[src/rtl/fetch_unit.sv]
// rtl/fetch_unit.sv - instruction fetch stage: pipelined imem requests, in-order response queue, redirect flush
// Optional FETCH_BYPASS_EN forwards a response straight to id_* when the queue is empty.
module fetch_unit #(
    parameter int AW = 32,
    parameter int DW = 32,
    parameter int DEPTH = 2,
    parameter logic [AW-1:0] RESET_PC = '0
) (
    input  logic          clk,
    input  logic          rst,
    output logic          imem_req_valid,
    input  logic          imem_req_ready,
    output logic [AW-1:0] imem_req_addr,
    input  logic          imem_rsp_valid,
    input  logic [DW-1:0] imem_rsp_data,
    input  logic          redirect_valid,
    input  logic [AW-1:0] redirect_pc,
    output logic          id_valid,
    input  logic          id_ready,
    output logic [DW-1:0] id_inst,
    output logic [AW-1:0] id_pc
);
    localparam int PW = $clog2(DEPTH);
    localparam int CW = $clog2(DEPTH + 1);

    typedef enum logic [1:0] {IDLE, FETCH, FLUSH} state_t;
    state_t state_q, state_d;

    logic [AW-1:0] pc_q;
    logic [CW-1:0] out_q, out_d, disc_q, disc_d, cnt_q;
    logic [PW-1:0] tq_wr, tq_rd, iq_wr, iq_rd;
    logic [AW-1:0] tq_pc [DEPTH];
    logic [DW-1:0] iq_data [DEPTH];
    logic [AW-1:0] iq_pc [DEPTH];

    logic          rsp_fire, req_fire, q_empty, bypass, push, pop, credit_ok;
    logic [AW-1:0] tag_pc;

    // Queued plus in-flight instructions never exceed DEPTH, so a response always finds room.
    assign rsp_fire       = imem_rsp_valid && (out_q != '0);
    assign tag_pc         = tq_pc[tq_rd];
    assign q_empty        = (cnt_q == '0);
    assign credit_ok      = ({1'b0, cnt_q} + {1'b0, out_q}) < (CW+1)'(DEPTH);
    assign imem_req_valid = (state_q != IDLE) && !redirect_valid && credit_ok;
    assign imem_req_addr  = pc_q;
    assign req_fire       = imem_req_valid && imem_req_ready;

`ifdef FETCH_BYPASS_EN
    assign bypass = q_empty && (disc_q == '0) && !redirect_valid && rsp_fire;
`else
    assign bypass = 1'b0;
`endif

    assign id_valid = !q_empty || bypass;
    assign id_inst  = bypass ? imem_rsp_data : (q_empty ? '0 : iq_data[iq_rd]);
    assign id_pc    = bypass ? tag_pc : (q_empty ? '0 : iq_pc[iq_rd]);

    assign push  = rsp_fire && (disc_q == '0) && !redirect_valid && !(bypass && id_ready);
    assign pop   = !q_empty && id_ready && !redirect_valid;
    assign out_d = out_q + CW'(req_fire) - CW'(rsp_fire);

    always_comb begin
        state_d = state_q;
        disc_d  = disc_q;
        case (state_q)
            IDLE: state_d = FETCH;
            FETCH, FLUSH: begin
                // On redirect every request still in flight becomes stale, minus the one answered now.
                if (redirect_valid)
                    disc_d = out_q - CW'(rsp_fire);
                else if (rsp_fire && (disc_q != '0))
                    disc_d = disc_q - CW'(1);
                state_d = (disc_d != '0) ? FLUSH : FETCH;
            end
            default: state_d = IDLE;
        endcase
    end

    always_ff @(posedge clk or posedge rst) begin
        if (rst) begin
            state_q <= IDLE;
            pc_q    <= RESET_PC;
            out_q   <= '0;
            disc_q  <= '0;
            cnt_q   <= '0;
            tq_wr   <= '0;
            tq_rd   <= '0;
            iq_wr   <= '0;
            iq_rd   <= '0;
        end else begin
            state_q <= state_d;
            disc_q  <= disc_d;
            out_q   <= out_d;
            if (redirect_valid)
                pc_q <= redirect_pc;
            else if (req_fire)
                pc_q <= pc_q + AW'(1);
            if (req_fire)
                tq_wr <= tq_wr + PW'(1);
            if (rsp_fire)
                tq_rd <= tq_rd + PW'(1);
            if (redirect_valid) begin
                iq_wr <= '0;
                iq_rd <= '0;
                cnt_q <= '0;
            end else begin
                if (push)
                    iq_wr <= iq_wr + PW'(1);
                if (pop)
                    iq_rd <= iq_rd + PW'(1);
                cnt_q <= cnt_q + CW'(push) - CW'(pop);
            end
        end
    end

    // Storage needs no reset: the pointers and counts alone define what is valid.
    always_ff @(posedge clk) begin
        if (req_fire)
            tq_pc[tq_wr] <= pc_q;
        if (push) begin
            iq_data[iq_wr] <= imem_rsp_data;
            iq_pc[iq_wr]   <= tag_pc;
        end
    end
endmodule

[config.mk]
export PLATFORM = sky130hd
export DESIGN_NAME = fetch_unit
export DESIGN_NICKNAME = d
export VERILOG_FILES = /design/src/rtl/fetch_unit.sv
export SDC_FILE = /design/constraint.sdc
export NUM_CORES = 1
export LEC_CHECK = 0
export ABC_AREA = 1
export CORE_ASPECT_RATIO = 0.6
export CORE_MARGIN = 1
export CORE_UTILIZATION = 48
export DETAILED_ROUTE_END_ITERATION = 7
export GPL_ROUTABILITY_DRIVEN = 0
export PLACE_DENSITY = 0.86
export SLEW_MARGIN = 30
export SYNTH_ARGS = -nofsm -noshare
export SYNTH_HDL_FRONTEND = slang
export SYNTH_SLANG_ARGS = --single-unit
[constraint.sdc]
create_clock -name clk -period 6.1 [get_ports clk]
set_clock_uncertainty 0.15 [all_clocks]
set_input_delay 1.22 -clock clk [delete_from_list [all_inputs] [get_ports clk]]
set_output_delay 1.22 -clock clk [all_outputs]
set_load 0.03 [all_outputs]
==> flow_summary_export.csv <==
group,metric,value,unit
sta,maxSlewHeadroom,50.7,%
synthesis,yosys.cell_count.top_type,"nand2_1",
finish,area_growth,26.3,%
worst_setup_path,crit_path_max_incr_delay,0.71,ns
worst_setup_path,rr_startpoint,"cnt_q[0]",
synthesis,synthTopCellsByCount,"342 x nand2_1, 192 x edfxtp_1, 70 x a21oi_1",
worst_setup_path,reg2reg_slack,3.15,ns
clock_network,post_cts_resized,0,
clock_network,clockBufferDepth,3,
worst_hold_path,min_to,"iq_pc[0][30]",
die,core_area,20300,sq um
clock_network,postCtsSetupBuffers,0,
clock_network,numCtsBuffers,22,
placed_design,hpwlAfterDp,16500,um
finish,post-route-util,62.9,%
global_routing,grtUsageTotal,22.8,%
sta,setup_tns,0,ns
outcome,status,"complete, no violations",
clock_network,clockRootBuffer,"clkbuf_16",
drt,drc_errors,0,
sta,hold_viol_final,0,
sta,slew_viol_final,0,
power,power.density,401,nW/um^2
synthesis,synthTopCellsByArea,"edfxtp_1 57%, nand2_1 13%, dfrtp_1 11%, a21oi_1 3.5%, inv_1 2.1%",
die,die_w,189,um
drt,drt_pass1_iterations,7,
synthesis,synth_top_area_cell,"edfxtp_1",
synthesis,synth_top_cell_area_share,57.0,%
worst_setup_path,crit_path_end_kind,"output pin",
worst_hold_path,holdPathStages,2,
worst_setup_path,slowest_stage,"clkdlybuf4s50_1",
clock_network,cts_tree,"done",
worst_setup_path,startpoint_type,"flop",
finish,antenna_cells,0,
worst_setup_path,path_buf_inv,3,
worst_setup_path,path_class,"reg -> out",
sta,worst_slew_pin_slew,0.737,ns
synthesis,ys_seq_area_share,67.9,%
sta,fin_crit,4.34,ns
worst_hold_path,hp-start,"tq_pc[0][30]",
sta,clock.fmax,231,MHz
global_routing,grt_pass1_vias,6838,
die,die_h,114,um
sta,setup_viol,0,
finish,nets,1173,
die,start_util,49.8,%
drt,vias_per_cell,5.33,
worst_setup_path,crit_arrival,2.97,ns
die,die-area,21700,sq um
clock_network,holdBufCountCts,0,
finish,layout-drive-gt1-share,7.14,%
drt,wl_per_cell,17.6,um
worst_hold_path,hold_class,"reg -> reg",
synthesis,synth_cell_types,38,
worst_setup_path,reg2regPathDepth,9,
worst_setup_path,cp.depth,5,
worst_setup_path,path_delay_family,"buffers and inverters",
synthesis,syn_area,10100,sq um
drt,wirelength,24300,um
synthesis,ys_ff_latch,236,
sta,post-route-period-util,71.1,%
die,rows,40,
sta,rsz0062_at_grt,"false",
clock_network,clk_pin_slew,0.06,ns
drt,drt_iter0_drc,743,
worst_setup_path,required,4.73,ns
clock_network,clk_latency,0.51,ns
global_routing,grt_max_degree,62,
clock_network,clock-sinks,236,
drt,drtAntennaViolNets,0,
synthesis,synthArstFlopShare,18.6,%
drt,vias,7354,
die,ios,168,
synthesis,syn_inst,927,
global_routing,grt_pass1_wl,38000,um
clock_network,h-tree-depth,1,
power,vdd_drop_max,0.222,mV
power,p_leak,4.92,nW
worst_setup_path,worst-path-max-fanout,39,
global_routing,overflow,0,
worst_setup_path,rr_endpoint,"tq_pc[0][26]",
synthesis,synth_edf_count,192,
synthesis,synth_top_flop_cell,"edfxtp_1",
worst_setup_path,crit_chain,"inv_2 > buf_4 > nand2_1 > a21oi_1 > clkdlybuf4s50_1",
synthesis,ys_warn_count,0,
flow_run,cap_viol_max_count,0,
placed_design,port_buffers,167,
synthesis,avgSynthCellArea,10.9,sq um
global_routing,antenna_found_initial,0,
synthesis,syn_nets,1007,
[layout make-up]
type                            count  area [sq um]
Multi-Input combinational cell    590          2860
Fill cell                        1547          7540
Clock buffer                       25           562
Timing Repair Buffer              179          1790
Sequential cell                   236          6870
Inverter                           64           254
Clock inverter                     13           103
Tap cell                          273           342
[through the flow]
step                      instance area [sq um]  power [W]  cells  hold slack (ns)  setup WS, ns
after floorplan                           10100    0.00321    927            0.310          1.24
after global placement                    12100    0.00380   1341            0.354          1.80
after detailed placement                  12100    0.00386   1341            0.369          1.80
after CTS                                 12800    0.00513   1379            0.370          1.77
after global routing                      12800    0.00539   1380            0.405          1.61
final                                     12800    0.00513   1380            0.375          1.76
[state kept, by name, indices dropped and copies added (netlist names), 2 cells and up]
register / cells
cnt_q: 2
disc_q: 2
imem_req_addr: 32
iq_data: 64
iq_pc: 64
out_q: 2
state_q: 2
tq_pc: 64
[metal layers]
metal | share of wire [%] | vias to the layer above | GRT usage [%]
li1 | - | 3459 | -
met1 | 45 | 3533 | 34.2
met2 | 44 | 333 | 34.3
met3 | 10 | 29 | 4.75
met4 | 1.5 | 0 | 4.68
met5 | 0 | - | 0
[worst reg2reg max path, stage by stage (launching register included)]
cell     delay, ns
dfrtp_1       0.42
nand2_1       0.08
inv_1         0.04
fa_1          0.43
nor2_1        0.15
nand3_2       0.12
inv_4         0.10
nand2_8       0.15
nor2_2        0.51
buf_4         0.45
[worst max path at each step]
stage          slack (ns)            from        endpoint
3_3_place_gp         1.80  redirect_valid  imem_req_valid
4_1_cts              1.77           iq_rd     id_inst[20]
2_1_floorplan        1.24  imem_rsp_valid   iq_data[0][0]
6_report             1.76           iq_rd     id_inst[24]
5_1_grt              1.61           iq_rd     id_inst[20]
3_5_place_dp         1.80  redirect_valid  imem_req_valid
[report_power, final]
group	switching (W)	internal (W)
Sequential	0.000174	0.00204
Combinational	0.00108	0.000564
Clock	0.000568	0.000706
Total	0.00182	0.00331
[cells by family after synthesis]
logic type / synth area share, %
simple gates: 18.9
flops: 67.9
compound gates: 5.92
buf+inv: 4.19
xor+xnor: 1.82
fa+ha+maj: 1.31
[layout by cell type, fill, tap and decap left out, types with 10 or more instances in the layout]
cell,Yosys,layout
nand2_1,342,342
edfxtp_1,192,192
clkdlybuf4s50_1,0,167
a21oi_1,70,70
inv_1,57,55
dfrtp_1,44,43
nand3_1,42,42
nor2_1,30,26
clkbuf_16,0,22
xor2_1,18,18
o21bai_1,10,10
buf_4,1,10
No activity file was read; power rests on OpenSTA's default activity.
